$ cat src/rtl/f_pc_unit.sv
// Fetch-stage program counter: resolves the next fetch address from the D-stage
// control transfer (delay-slot semantics), exception entry, eret and stall hold.
module f_pc_unit #(
    parameter logic [31:0] RESET_PC = 32'h0000_3000,
    parameter logic [31:0] EXC_VEC  = 32'h0000_4180,
    parameter logic [31:0] TEXT_LO  = 32'h0000_3000,
    parameter logic [31:0] TEXT_HI  = 32'h0000_6ffc
) (
    input  logic        clk,
    input  logic        reset,
    input  logic        stall,
    input  logic        req,
    input  logic [3:0]  NPCOp,
    input  logic [31:0] D_pc,
    input  logic [25:0] imm26,
    input  logic [31:0] RD1,
    input  logic [31:0] RD2,
    input  logic [31:0] EPC,
    output logic [31:0] F_pc,
    output logic [31:0] npc,
    output logic        D_taken,
    output logic        F_bd,
    output logic        F_adel,
    output logic        flush_F
);

    localparam logic [3:0] OP_SEQ  = 4'd0;
    localparam logic [3:0] OP_BEQ  = 4'd1;
    localparam logic [3:0] OP_J    = 4'd2;
    localparam logic [3:0] OP_JR   = 4'd3;
    localparam logic [3:0] OP_BNE  = 4'd4;
    localparam logic [3:0] OP_BLEZ = 4'd5;
    localparam logic [3:0] OP_BGTZ = 4'd6;
    localparam logic [3:0] OP_BLTZ = 4'd7;
    localparam logic [3:0] OP_BGEZ = 4'd8;
    localparam logic [3:0] OP_ERET = 4'd9;

    logic [31:0] f_pc_reg;
    logic [31:0] pc_plus4;
    logic [31:0] br_target;
    logic [31:0] j_target;
    logic [31:0] target;
    logic        taken;
    logic        rs_neg;
    logic        rs_zero;

    assign pc_plus4  = f_pc_reg + 32'd4;
    assign br_target = D_pc + 32'd4 + {{14{imm26[15]}}, imm26[15:0], 2'b00};
    assign j_target  = {D_pc[31:28], imm26, 2'b00};
    assign rs_neg    = RD1[31];
    assign rs_zero   = (RD1 == 32'd0);

    // Branch conditions only decide taken; the target is common to all branches.
    always_comb begin
        taken  = 1'b0;
        target = pc_plus4;
        case (NPCOp)
            OP_BEQ: begin
                taken  = (RD1 == RD2);
                target = br_target;
            end
            OP_BNE: begin
                taken  = (RD1 != RD2);
                target = br_target;
            end
            OP_BLEZ: begin
                taken  = rs_neg | rs_zero;
                target = br_target;
            end
            OP_BGTZ: begin
                taken  = ~rs_neg & ~rs_zero;
                target = br_target;
            end
            OP_BLTZ: begin
                taken  = rs_neg;
                target = br_target;
            end
            OP_BGEZ: begin
                taken  = ~rs_neg;
                target = br_target;
            end
            OP_J: begin
                taken  = 1'b1;
                target = j_target;
            end
            OP_JR: begin
                taken  = 1'b1;
                target = RD1;
            end
            OP_ERET: begin
                taken  = 1'b1;
                target = EPC;
            end
            default: begin
                taken  = 1'b0;
                target = pc_plus4;
            end
        endcase
    end

    assign npc     = taken ? target : pc_plus4;
    assign D_taken = taken;
    // eret has no delay slot, so it is excluded from the delay-slot range.
    assign F_bd    = (NPCOp >= OP_BEQ) && (NPCOp <= OP_BGEZ);
    assign flush_F = req | ((NPCOp == OP_ERET) & ~stall);
    assign F_adel  = (f_pc_reg[1:0] != 2'b00) || (f_pc_reg < TEXT_LO) || (f_pc_reg > TEXT_HI);
    assign F_pc    = f_pc_reg;

    // Exception entry overrides a stall; the stalled F instruction is killed anyway.
    always_ff @(posedge clk or posedge reset) begin
        if (reset) begin
            f_pc_reg <= RESET_PC;
        end else if (req) begin
            f_pc_reg <= EXC_VEC;
        end else if (!stall) begin
            f_pc_reg <= npc;
        end
    end

    // Keeps OP_SEQ referenced as the documented sequential encoding.
    logic unused_seq;
    assign unused_seq = (NPCOp == OP_SEQ);

endmodule

$ cat config.mk
export PLATFORM = sky130hd
export DESIGN_NAME = f_pc_unit
export DESIGN_NICKNAME = d
export VERILOG_FILES = /design/src/rtl/f_pc_unit.sv
export SDC_FILE = /design/constraint.sdc
export NUM_CORES = 1
export LEC_CHECK = 0
export CAP_MARGIN = 30
export CORE_ASPECT_RATIO = 2
export CORE_UTILIZATION = 40
export CTS_CLUSTER_DIAMETER = 30
export DETAILED_ROUTE_END_ITERATION = 8
export MAX_ROUTING_LAYER = met4
export PLACE_DENSITY_LB_ADDON = 0.2
export SLEW_MARGIN = 20
export SYNTH_ARGS = -nofsm -noshare
export SYNTH_HDL_FRONTEND = slang
export SYNTH_SLANG_ARGS = --single-unit
export TNS_END_PERCENT = 30
$ cat constraint.sdc
create_clock -name clk -period 4.6 [get_ports clk]
set_input_delay 0.92 -clock clk [delete_from_list [all_inputs] [get_ports clk]]
set_output_delay 0.92 -clock clk [all_outputs]
set_load 0.02 [all_outputs]
==> out/metrics.yaml, run 1 <==
outcome:
  status: "finished, violations left"
  violations: "design-rule violations, negative setup slack"
timing:
  hold_violations: 0
  drv_slew: 0
  fin_crit_sh_pct: 100.4
  slew_headroom_pct: 48.33
  max_freq_mhz: 216.6
  fin_ws_ns: -0.01629
  setup_viol: 2
  tightest_slew_ns: 0.7750
  rsz0062_at_grt: "true"
  setup_tns_ns: -0.02282
  fin_hold_ws_ns: 0.5182
  clock_skew_ns: 0.002542
  period_needed_ns: 4.616
clock_tree:
  cts_root_buf: "clkbuf_16"
  clk_latency_ns: 0.28
  numClockSinks: 32
  postCtsHoldBufs: 0
  cts_max_level: 2
  cts_buffers: 5
  clockBufferDepth: 2
  clkTransAtPathRegs_ns: 0.05
  cts_tree: "yes"
route:
  dr.first_iter.drc_count: 641
  wire_per_inst_um: 20.94
  antenna_left: 0
  drc: 3
  vias: 8011
  finalWirelength_um: 27330
  post_drt_via_cell_ratio: 6.139
  drtPass1Iterations: 9
placed_design:
  io_buffer_count: 229
  gp_congestion: 0.9934
  dpl.hpwl_um: 20870
  dpl_cell_area_sq_um: 9221
synthesis:
  synth.cell_area_sq_um: 5525
  synth_edf_count: 0
  post-synth-top-count-cell: "nand2_1"
  synth_top_family_by_area: "compound AO/OA/AOI/OAI gates"
  syn_inst: 752
  ys_seq_area_share_pct: 14.54
  ys_top_cells_by_count: "nand2_1 (79), a21oi_1 (68), ha_1 (58), xor2_1 (55), nor2_1 (54)"
  synth.area.top_cells: "dfrtp_1 (14%), ha_1 (13%), xor2_1 (8.7%)"
  synthSimpleGateAreaFrac_pct: 23.28
  synth_ff_type: "dfrtp_1"
  yosys.area.top_type: "dfrtp_1"
  synth-compound-area-share_pct: 30.50
  synth_adder_area_share_pct: 13.50
  yosys_warnings: 0
  synth_xor_area_share_pct: 13.00
  syn-num-nets: 973
  synth_top_area_share_pct: 13.59
  synth-seq-cells: 32
  ys_types: 61
  synth_async_sr_flop_share_pct: 100.0
  synth.avg_cell_area_sq_um: 7.347
  synth.area.mux_share_pct: 0.7246
power_and_ir_drop:
  ir_drop_v: 0.0001355
  p_per_area_nw_per_um2: 210.4
  p_leak_nw: 4.684
global_route:
  antenna_found_initial: 2
  overflow: 0
  grtUsageTotal_pct: 37.95
  grt_util_met3_pct: 3.186
  gr-usage-met2_pct: 67.99
  first_global_vias: 7907
  grt_max_degree: 37
  grt_use_met1_pct: 37.26
  busiest_layer: "met2"
  grt_pass1_wl_um: 40900
die:
  die_x_um: 85.11
  fp.dieH_um: 168.2
  start_util_pct: 41.12
  io_pins: 230
  row_count: 60
  die_area_sq_um: 14320
  coreArea_sq_um: 13440
setup_path:
  cp-end-kind: "primary output"
  start_kind: "input pin"
  worstReg2RegStart: "F_pc[6]$_DFFE_PP0P_"
  critical_path_class: "input pin to primary output"
  reg2reg_slack_ns: 1.67
  critPathArrivalTime_ns: 3.70
  cp-startpoint: "RD2[17]"
  cp.required_ns: 3.68
  cp_max_fo: 4
final_layout:
  largest_reg_flops: 32
  num-nets-final: 1368
  drive_gt1_share_pct: 32.49
  post-route-cell-area_sq_um: 10490
  synthToLayoutAreaGrowth_pct: 89.86
hold_path:
  min_from: "F_pc[13]$_DFFE_PP1P_"
  hold_class: "register to register"
job:
  maxCapViolCount: 0
worst max-delay path, cell delays in order:
cell and delay [ns]:
clkdlybuf4s50_1 0.41, xor2_1 0.19, nor4_2 0.35, nand4_1 0.19, o2111a_1 0.30, a311oi_4 0.36, inv_2 0.11, buf_6 0.15
o2111ai_1 0.12, a21boi_0 0.27, clkdlybuf4s15_2 0.32
what timing repair did:
action	in CTS	in global routing
buffers inserted	22	9
endpoints found under the setup margin	33	33
pin swaps	42	54
gates cloned	1	0
resized for setup	220	129
routing by layer:
layer	wire length (um)	vias to the layer above
met1	9198	3746
li1	-	3661
met2	14310	462
met5	0	-
met4	2291	0
met3	1525	142
logic make-up (layout without fill, tap and decap cells):
kind of cell	Yosys count	in the layout
muxes	4	4
DFF	32	32
AOI/OAI and AO/OA	248	248
xor gates and xnor gates	82	82
buffers and inverters	64	460
and+or+nand+nor	263	263
adders and majority gates	59	59
other	0	2
layout make-up:
cell class	instances	area [sq um]
diodes	2	5.005
clock buffers	7	152.6
clock inverters	1	30.03
fillers	933	2948
inverters	17	63.81
multi-input cells	656	5324
flip-flops and latches	32	803.3
well taps	155	193.9
repair buffers	435	3918
final timing paths:
check / cells after the start / end
worst max-delay path: 11 / npc[8]
worst min-delay path: 2 / F_pc[13]$_DFFE_PP1P_
worst max register to register: 11 / F_pc[23]$_DFFE_PP0P_
worst min register to register: 2 / F_pc[13]$_DFFE_PP1P_
max in group asynchronous: 3 / F_pc[27]$_DFFE_PP0P_
min in group asynchronous: 2 / F_pc[5]$_DFFE_PP0P_
power breakdown:
group / switching, mW / internal [mW] / total [mW] / leakage, nW
Combinational: 0.700 / 0.746 / 1.45 / 4.18
Clock: 0.131 / 0.285 / 0.416 / 0.0901
Sequential: 0.0417 / 0.303 / 0.345 / 0.415
layout by cell type, fill, tap and decap left out, types with 6 or more instances in the layout:
master           Yosys  routed
a21o_1              19      19
xnor2_1             27      24
nor4_2               0       9
nand2_1             79      74
a21oi_1             68      53
dlygate4sd2_1        0      19
clkbuf_2             0       7
nand4_1             15      15
xor2_1              55      52
a22oi_1              6       6
a21oi_2              0      15
a21boi_2             0       6
nand3_1             24      24
o21ai_1              1       7
buf_12               0       6
dlymetal6s2s_1       0      30
inv_2                1       7
inv_1               16      10
o21ai_0             44      36
clkdlybuf4s50_1      0     138
dfrtp_1             30      30
nor3_1              16      11
buf_4                0     205
a211oi_1            10       6
ha_4                 0      31
buf_6                0      10
a31oi_1             17      11
nor4_1              25      14
nor2_1              54      53
and3_1              16      16
ha_1                58      25
o211ai_1             7       7
a222oi_1            26      26
clkdlybuf4s15_2      0      10
per-stage QoR:
step	util (%)	total power, mW	worst slack, ns	std cells
2_1_floorplan	-	0.9060	0.06659	752
3_3_place_gp	68.62	1.557	-0.9862	1263
3_5_place_dp	68.62	1.565	-1.019	1263
4_1_cts	73.92	2.067	-0.1173	1294
5_1_grt	78.06	2.307	-0.1101	1305
6_report	78.06	2.208	-0.01629	1305
No activity file was read; power rests on OpenSTA's default activity.
==> run 2, diff against run 1 <==
--- a/config.mk
+++ b/config.mk
@@ -6,12 +6,14 @@
 export NUM_CORES = 1
 export LEC_CHECK = 0
 export CAP_MARGIN = 30
+export CELL_PAD_IN_SITES_DETAIL_PLACEMENT = 1
+export CELL_PAD_IN_SITES_GLOBAL_PLACEMENT = 2
 export CORE_ASPECT_RATIO = 2
-export CORE_UTILIZATION = 40
+export CORE_UTILIZATION = 23
 export CTS_CLUSTER_DIAMETER = 30
 export DETAILED_ROUTE_END_ITERATION = 8
 export MAX_ROUTING_LAYER = met4
-export PLACE_DENSITY_LB_ADDON = 0.2
+export PLACE_DENSITY_LB_ADDON = 0.1
 export SLEW_MARGIN = 20
 export SYNTH_ARGS = -nofsm -noshare
 export SYNTH_HDL_FRONTEND = slang
==> out/metrics.yaml, run 2 (synthesis results as in run 1) <==
die:
  io_pins: 230
  die_area_sq_um: 24680
  die_x_um: 111.6
  fp.dieH_um: 221.2
  start_util_pct: 23.59
  coreArea_sq_um: 23430
  row_count: 79
hold_path:
  hold_class: "register to register"
route:
  finalWirelength_um: 32930
  dr.first_iter.drc_count: 361
  post_drt_via_cell_ratio: 5.297
  drc: 21
  vias: 7734
  antenna_left: 0
  wire_per_inst_um: 22.56
  drtPass1Iterations: 7
power_and_ir_drop:
  ir_drop_v: 0.0001416
  p_seq_share_pct: 16.0
  comb_power_share_pct: 68.5
  p_total_mw: 2.169
  p_int_mw: 1.259
  swShare_pct: 41.97
  clockPowerShare_pct: 15.5
  p_leak_nw: 4.791
  switchingPower_mw: 0.9103
  p_per_area_nw_per_um2: 198.8
global_route:
  antenna_found_initial: 6
  overflow: 0
  busiest_layer: "met2"
  first_global_vias: 8505
  grt_max_degree: 37
  grt_use_met1_pct: 27.00
  grt_util_met3_pct: 1.534
  grtUsageTotal_pct: 27.54
  gr-usage-met2_pct: 53.00
  grt_pass1_wl_um: 49890
clock_tree:
  clockBufferDepth: 2
  cts_max_level: 2
  clkTransAtPathRegs_ns: 0.06
  clk_latency_ns: 0.29
  cts_buffers: 5
  cts_tree: "yes"
  cts_root_buf: "clkbuf_16"
  numClockSinks: 32
final_layout:
  final_common_cell: "buf_4"
  drive_gt1_share_pct: 35.53
  final_cell_mix: "buf_4 (221), clkdlybuf4s50_1 (133), nand2_1 (75), a21oi_1 (52), nor2_1 (52)"
  num-nets-final: 1391
  post-route-cell-area_sq_um: 10910
  synthToLayoutAreaGrowth_pct: 97.46
  largest_reg_flops: 32
setup_path:
  crit_chain: "buf_8 > ha_4 > ha_4 > inv_2 > fa_2 > nor2b_4 > o31a_1 > buf_4 > nor4_4 > o211ai_1 > buf_4 > o2111ai_2 > a31oi_1 > xor2_1 > nand2_1 > a31oi_2 > buf_4"
  crit_path_end: "npc[29]"
  critPathArrivalTime_ns: 3.70
  critical_path.top_delay_family: "compound AO/OA/AOI/OAI gates"
  start_kind: "input pin"
  cp.required_ns: 3.68
  worstReg2RegStart: "F_pc[7]$_DFFE_PP0P_"
  cp_max_fo: 3
  cpPeakStageDelay_ns: 0.36
  cp_common_cell: "buf_4"
  cp.depth: 17
  critPathBufInv: 5
  cp-end-kind: "primary output"
  critical_path_class: "input pin to primary output"
  cp-startpoint: "imm26[1]"
  reg2reg_slack_ns: 1.77
  reg2reg_to: "F_pc[23]$_DFFE_PP0P_"
  worstRegToRegCells: 10
  cp_slowest_cell: "fa_2"
timing:
  max_freq_mhz: 216.4
  hold_violations: 0
  rsz0062_at_grt: "true"
  tightest_slew_ns: 0.8254
  slew_headroom_pct: 44.97
  drv_slew: 0
  setup_viol: 1
  fin_crit_sh_pct: 100.5
  period_needed_ns: 4.621
  fin_ws_ns: -0.02108
  setup_tns_ns: -0.02108
  clock_skew_ns: 0.009660
outcome:
  status: "finished, violations left"
  violations: "design-rule violations, negative setup slack"
placed_design:
  dpl.hpwl_um: 27080
  io_buffer_count: 229
  gp_congestion: 0.8867
  dpl_cell_area_sq_um: 9619
job:
  maxCapViolCount: 0
-- run 2: cell count changes in the layout (fill, tap and decap cells not counted), moves of 5 or more --
| cell | delta |
|---|---|
| buf_4 | +16 |
| buf_2 | +11 |
| dlygate4sd2_1 | +11 |
| clkdlybuf4s15_2 | -6 |
| xor2_1 | -6 |
| xor2_2 | +6 |
| clkdlybuf4s50_1 | -5 |
| dlymetal6s2s_1 | -5 |
-- run 2: what timing repair did --
| item | in CTS | in global routing |
|---|---|---|
| setup buffers | 19 | 4 |
| pin swaps | 61 | 43 |
| hold buffers | 0 | 0 |
| endpoints found under the setup margin | 33 | 33 |
| resized for setup | 317 | 89 |
| gates cloned | 1 | 0 |
| hold endpoints to repair | 0 | 0 |
-- run 2: layer usage --
metal / share of wire [%] / up-vias
li1: - / 3688
met5: 0 / -
met1: 35 / 3771
met3: 2.4 / 58
met4: 6.5 / 0
met2: 56 / 217
-- run 2: final cells by class --
| cell class | instances | area [sq um] |
|---|---|---|
| multi-input cells | 656 | 5466 |
| fillers | 2795 | 12520 |
| repair buffers | 458 | 4068 |
| well taps | 283 | 354.1 |
| inverters | 17 | 66.31 |
| clock buffers | 7 | 132.6 |
| clock inverters | 1 | 5.005 |
| flip-flops and latches | 32 | 803.3 |
| diodes | 6 | 15.01 |
-- run 2: through the flow --
step / hold WS, ns / utilization [%] / worst slack (ns) / cells
6_report: 0.5194 / 46.57 / -0.02108 / 1460
2_1_floorplan: 0.5324 / - / 0.06659 / 752
3_3_place_gp: 0.5140 / 41.06 / -1.094 / 1424
5_1_grt: 0.5521 / 46.57 / -0.1282 / 1460
3_5_place_dp: 0.5174 / 41.06 / -1.136 / 1424
4_1_cts: 0.5272 / 45.06 / -0.07355 / 1451
-- run 2: worst min path at each step --
stage | depth (start not counted) | from | to
6_report | 2 | F_pc[13]$_DFFE_PP1P_ | F_pc[13]$_DFFE_PP1P_
5_1_grt | 2 | F_pc[13]$_DFFE_PP1P_ | F_pc[13]$_DFFE_PP1P_
4_1_cts | 2 | F_pc[13]$_DFFE_PP1P_ | F_pc[13]$_DFFE_PP1P_
3_5_place_dp | 2 | F_pc[13]$_DFFE_PP1P_ | F_pc[13]$_DFFE_PP1P_
3_3_place_gp | 2 | F_pc[13]$_DFFE_PP1P_ | F_pc[13]$_DFFE_PP1P_
2_1_floorplan | 2 | F_pc[13]$_DFFE_PP1P_ | F_pc[13]$_DFFE_PP1P_
-- run 2: power groups by stage --
stage                     registers, mW  logic, mW  clock network, mW
after floorplan                   0.360      0.546                  0
after global placement            0.351       1.29                  0
after detailed placement          0.351       1.30                  0
after CTS                         0.346       1.43              0.346
after global routing              0.351       1.60              0.353
final                             0.346       1.49              0.336
-- run 2: worst min-delay path, cell delays in order (launching register included) --
cell and delay, ns:
dfstp_2 0.40, nand2_1 0.06, a21oi_1 0.06
==> run 3, diff against run 2 <==
==> constraint.sdc (replaced) <==
create_clock -name clk -period 5.2 [get_ports clk]
set_input_delay 1.04 -clock clk [delete_from_list [all_inputs] [get_ports clk]]
set_output_delay 1.04 -clock clk [all_outputs]
set_load 0.02 [all_outputs]
==> out/metrics.yaml, run 3 (synthesis results as in run 1) <==
route:
  drc: 20
  vias: 7401
  dr.first_iter.drc_count: 323
  antenna_left: 0
  drtPass1Iterations: 9
  finalWirelength_um: 30730
  wire_per_inst_um: 21.84
  post_drt_via_cell_ratio: 5.260
global_route:
  grt_pass1_wl_um: 46640
  first_global_vias: 8013
  antenna_found_initial: 1
  grt_max_degree: 37
  grtUsageTotal_pct: 25.62
  overflow: 0
die:
  die_x_um: 111.6
  coreArea_sq_um: 23430
  row_count: 79
  start_util_pct: 23.59
  fp.dieH_um: 221.2
  die_area_sq_um: 24680
  io_pins: 230
timing:
  period_needed_ns: 5.149
  hold_violations: 0
  max_freq_mhz: 194.2
  clock_skew_ns: 0.004880
  drv_slew: 0
  slew_headroom_pct: 48.25
  fin_crit_sh_pct: 99.02
  tightest_slew_ns: 0.7763
  rsz0062_at_grt: "true"
  setup_viol: 0
final_layout:
  final_common_cell: "clkdlybuf4s50_1"
  synthToLayoutAreaGrowth_pct: 80.32
  drive_gt1_share_pct: 25.31
  largest_reg_flops: 32
  fin_util_pct: 42.53
  final_cells: 1407
  final_cell_mix: "clkdlybuf4s50_1 (185), buf_4 (177), nand2_1 (79), a21oi_1 (60), xor2_1 (55)"
  num-nets-final: 1342
  fillCellCount: 2832
setup_path:
  worstReg2RegStart: "F_pc[6]$_DFFE_PP0P_"
  worstRegToRegCells: 9
  cp.depth: 13
  critical_path.top_delay_family: "buffers and inverters"
  start_kind: "input pin"
  cp.required_ns: 4.16
  critPathArrivalTime_ns: 4.11
  cp-end-kind: "primary output"
  reg2reg_slack_ns: 2.27
  cp_slowest_cell: "clkdlybuf4s50_1"
  critical_path_class: "input pin to primary output"
  cpPeakStageDelay_ns: 0.39
  critPathBufInv: 5
  crit_chain: "clkdlybuf4s50_1 > buf_4 > nor4_4 > nand4_1 > o21a_1 > a311o_1 > a311oi_4 > inv_2 > buf_4 > nand2_1 > a21oi_1 > a21oi_1 > clkdlybuf4s15_2"
  reg2reg_to: "F_pc[23]$_DFFE_PP0P_"
  cp_max_fo: 7
clock_tree:
  cts_tree: "yes"
  postCtsHoldBufs: 0
  cts_max_level: 2
  cts_root_buf: "clkbuf_16"
  clk_latency_ns: 0.29
  clkTransAtPathRegs_ns: 0.06
  clockBufferDepth: 2
  cts_buffers: 5
  numClockSinks: 32
placed_design:
  io_buffer_count: 229
  placedCellCount: 1384
  gp_congestion: 0.8496
  dpl.hpwl_um: 26210
hold_path:
  min_from: "F_pc[13]$_DFFE_PP1P_"
  min_to: "F_pc[13]$_DFFE_PP1P_"
  hold_class: "register to register"
  min_path_cells: 2
outcome:
  violations: "design-rule violations"
  status: "finished, violations left"
power_and_ir_drop:
  p_leak_nw: 4.270
  p_total_mw: 1.805
  p_per_area_nw_per_um2: 181.2
  ir_drop_v: 0.00009654
job:
  maxCapViolCount: 0
-- run 3: area by class of cell --
class                   count  area [sq um]  share of cell area (%)
diodes                      2         5.005                 0.05023
clock buffers               6         138.9                   1.394
clock inverters             2         10.01                  0.1005
inverters                  17         63.81                  0.6405
multi-input cells         656          4937                   49.55
flip-flops and latches     32         803.3                   8.062
well taps                 283         354.1                   3.554
repair buffers            409          3651                   36.64
-- run 3: how the worst max path moves through the flow --
stage / endpoint / start / slack [ns]
final: npc[10] / RD1[27] / 0.05
after global routing: npc[5] / RD1[27] / -0.06
after CTS: npc[11] / RD1[27] / -0.09
after detailed placement: npc[21] / imm26[0] / -0.82
after global placement: npc[21] / imm26[0] / -0.69
after floorplan: npc[21] / D_pc[3] / 0.29
-- run 3: through the flow --
step           setup TNS, ns  setup slack (ns)  hold slack, ns  cell area (sq um)
4_1_cts              -0.1753          -0.08788          0.5301               9722
2_1_floorplan              0            0.2851          0.5324               5525
3_3_place_gp          -13.61           -0.6909          0.5190               9321
5_1_grt              -0.1413          -0.05547          0.5546               9961
3_5_place_dp          -14.64           -0.8231          0.5206               9321
6_report                   0           0.05083          0.5281               9963
-- run 3: tightest hold or removal path, stage by stage, from the launching register on --
cell     delay (ns)
dfstp_2        0.40
nand2_1        0.06
a21oi_1        0.06
-- run 3: repair_timing --
item,CTS,global route
setup endpoints to repair,33,32
setup buffers,5,9
gates resized for setup,140,73
pin swaps,22,24
-- run 3: power breakdown --
part | internal (mW) | switching, mW
sequential | 0.268 | 0.0373
clock | 0.189 | 0.127
combinational | 0.594 | 0.590
total | 1.05 | 0.754
-- run 3: routing by layer --
metal | track usage (%) | wire, um
met1 | 25.61 | 11200
met2 | 50.24 | 17490
met3 | 0.9860 | 712
met4 | 11.64 | 1323
met5 | - | 0
==> patch 1 (settings of run 1) <==
Reset style: synchronous (`reset`), changed in one clocked block.
--- a/src/rtl/f_pc_unit.sv
+++ b/src/rtl/f_pc_unit.sv
@@ -107,7 +107,7 @@
     assign F_pc    = f_pc_reg;
 
     // Exception entry overrides a stall; the stalled F instruction is killed anyway.
-    always_ff @(posedge clk or posedge reset) begin
+    always_ff @(posedge clk) begin
         if (reset) begin
             f_pc_reg <= RESET_PC;
         end else if (req) begin
Function: differs if reset is asserted again (counterexample within 4 cycles, from zero or initial values and one cycle with reset high); with reset held inactive, the same outputs for 4 cycles.
==> patch 1 against run 1 <==
The flow now stops in detailed routing (5_2_route). Area after synthesis rose by 0.38%.
==> patch 1: results <==
export IMPL_synth_nets=968
export IMPL_ys_seq_area_share_pct=11.5
export IMPL_haltStage="detailed routing (5_2_route)"
export IMPL_grt_max_degree=40
export IMPL_worst_endpoint_kind="top-level output"
export IMPL_grt_pass1_vias=7730
export IMPL_synthTopCellsByCount="nand2_1 (77), a21oi_1 (72), xnor2_1 (65)"
export IMPL_grt_pass1_wl_um=40700
export IMPL_stop_error="[ERROR DRT-0255] Maze Route cannot find path of net clk in worker of routeBox ( 48300 0 ) ( 85265 48300 )."
export IMPL_dp_hpwl_um=21000
export IMPL_gp_congestion=1.02
export IMPL_clockBufferDepth=2
export IMPL_track_usage_pct=38.1
export IMPL_synth_area_leaders="ha_1 (13%), dfxtp_1 (12%), xnor2_1 (10%), a21oi_1 (6.5%), mux2i_1 (5.6%)"
export IMPL_cts_buffers=5
export IMPL_synthArstFlopShare_pct=0
export IMPL_placed_area_mm2=0.00910
export IMPL_chipWidth_um=85.3
export IMPL_cts_root_buffer="clkbuf_16"
export IMPL_synth_flop_cell="dfxtp_1"
export IMPL_synth_edff_count=0
export IMPL_synth_warnings=0
export IMPL_port_buffer_count=229
export IMPL_cts_sinks=32
export IMPL_antenna_found_initial=0
export IMPL_synth_distinct_cells=66
export IMPL_outcome="aborted with a tool error"
export IMPL_htreeDepth=2
export IMPL_worst_endpoint="npc[25]"
-- patch 1: changes by cell type after synthesis, moves of 7 or more --
cell / change
xor2_1: -39
xnor2_1: +38
dfxtp_1: +32
dfrtp_1: -30
mux2i_1: +27
a222oi_1: -14
mux2_2: +12
o21ai_0: -11
a21o_1: -10
clkbuf_1: -10
nor4_1: -10
a21boi_0: -8
nor2_1: -7
-- patch 1: kinds of logic after synthesis --
family,Yosys count,synth area share [%]
flops,32,11.5
buf+inv,58,4.58
compound gates,226,27.5
simple gates,247,21.8
mux,44,8.28
xor+xnor,81,12.8
fa+ha+maj,59,13.4
-- patch 1: stage by stage --
stage	TNS (ns)	cells	worst slack, ns	hold slack [ns]
4_1_cts	-0.218	1268	-0.0880	0.531
3_3_place_gp	-23.77	1251	-1.12	0.512
5_1_grt	-1.21	1271	-0.162	0.560
2_1_floorplan	0	747	0.0188	0.572
3_5_place_dp	-24.49	1251	-1.15	0.521
-- patch 1: metal layers --
layer / track usage [%]
met2: 68.8
met3: 4.97
met4: 28.2
met5: -
met1: 36.3
-- patch 1: what timing repair did --
item,4_1_cts,5_1_grt
pin swaps,55,37
cloned,1,0
setup endpoints to repair,33,33
resized for setup,288,78
setup buffers,9,3
hold endpoints to repair,0,0
==> patch 2 (settings of run 1) <==
Made on the original files. Set the parameter `TEXT_LO` to 32'h00002000 (it was 32'h0000_3000).
--- a/src/rtl/f_pc_unit.sv
+++ b/src/rtl/f_pc_unit.sv
@@ -3,7 +3,7 @@
 module f_pc_unit #(
     parameter logic [31:0] RESET_PC = 32'h0000_3000,
     parameter logic [31:0] EXC_VEC  = 32'h0000_4180,
-    parameter logic [31:0] TEXT_LO  = 32'h0000_3000,
+    parameter logic [31:0] TEXT_LO  = 32'h00002000,
     parameter logic [31:0] TEXT_HI  = 32'h0000_6ffc
 ) (
     input  logic        clk,
Formal check against the unedited RTL: not equivalent (Yosys sat finds a counterexample within 4 cycles, from zero or initial values and one cycle with reset high).
==> patch 2 against run 1 <==
The run still ends with design-rule violations, negative setup slack left. Routed wire length up 2.3%. Final area down 0.92%. Area after synthesis up 1.5%. Setup slack worse by 0.071 ns. Non-clock buffer count down 13. Sequential cell count unchanged. Core utilization down 1.6 points. Power down 2.9%. Critical path depth up 2. Largest cell class unchanged.
==> patch 2: results <==
export IMPL_outcome="complete, but fails checks"
export IMPL_synth_adder_area_share_pct=13.3
export IMPL_r2r_start="F_pc[2]$_DFFE_PP0P_"
export IMPL_ctsResizeCount=252
export IMPL_drc=2
export IMPL_placed_area_mm2=0.00927
export IMPL_powerDensity_mw_per_mm2=206
export IMPL_avgSynthCellArea_um2=7.40
export IMPL_avgRoutedWirePerCell_um=21.1
export IMPL_endpoint="npc[4]"
export IMPL_nets=1359
export IMPL_gp_congestion=0.942
export IMPL_crit_family="buffers and inverters"
export IMPL_r2r_cells=10
export IMPL_dp_hpwl_um=20800
export IMPL_clock_skew_ns=0.00315
export IMPL_dp_slack_ns=-1.10
export IMPL_ir_drop_mv=0.179
export IMPL_power_share_clock_pct=16.0
export IMPL_via_count=8009
export IMPL_synth_xor_area_share_pct=12.8
export IMPL_grt_pass1_vias=7704
export IMPL_fin_hold_ws_ns=0.552
export IMPL_final_cells=1326
export IMPL_dr_first_iter_drc_count=574
export IMPL_max_stage_delay_ns=0.44
export IMPL_synth_compound_area_share_pct=31.8
export IMPL_track_usage_pct=36.5
export IMPL_violations="design-rule violations, negative setup slack"
export IMPL_synth_distinct_cells=68
export IMPL_synth_nets=979
export IMPL_grt_pass1_wl_um=39700
export IMPL_synth_area_mux_share_pct=0.736
export IMPL_crit_start="RD1[22]"
export IMPL_r2r_end="F_pc[31]$_DFFE_PP0P_"
export IMPL_swShare_pct=41.2
export IMPL_setup_violations=17
export IMPL_cp_max_fo=6
export IMPL_reg2reg_slack_ns=1.86
export IMPL_layout_setup_ws_ns=-0.0875
export IMPL_synth_flop_cell="dfrtp_1"
export IMPL_grt_max_degree=39
export IMPL_leakage_nw=4.52
export IMPL_antenna_found_initial=1
export IMPL_synth_area_leaders="dfrtp_1 (13%), ha_1 (13%), xnor2_1 (9.1%), a21oi_1 (6.1%), nand2_1 (5.0%)"
export IMPL_drive_gt1_share_pct=31.9
export IMPL_ys_seq_area_share_pct=14.3
export IMPL_synthTopCellsByCount="nand2_1 (74), a21oi_1 (68), nor2_1 (64)"
[patch 2: area by class of cell]
class | instances | area, µm²
diodes | 1 | 2.50
clock buffers | 6 | 139
clock inverters | 2 | 10.0
fillers | 966 | 3190
inverters | 17 | 71.3
multi-input cells | 660 | 5320
flip-flops and latches | 32 | 803
well taps | 186 | 233
repair buffers | 422 | 3810
[patch 2: metal layers]
layer,up-vias,track usage (%),part of all wire (%)
met1,3732,36.7,34
met2,487,64.4,51
met4,0,29.1,9.3
met5,-,-,0
met3,173,2.09,5.7
li1,3617,-,-
[patch 2: logic make-up (layout without fill, tap and decap cells)]
logic type | count (synthesis) | count (layout)
AND/OR/NAND/NOR | 255 | 255
multiplexers | 4 | 4
XOR/XNOR | 82 | 82
flip-flops | 32 | 32
buffers and inverters | 66 | 447
adder cells (fa/ha/maj) | 59 | 59
other | 0 | 1
AO/OA/AOI/OAI | 260 | 260
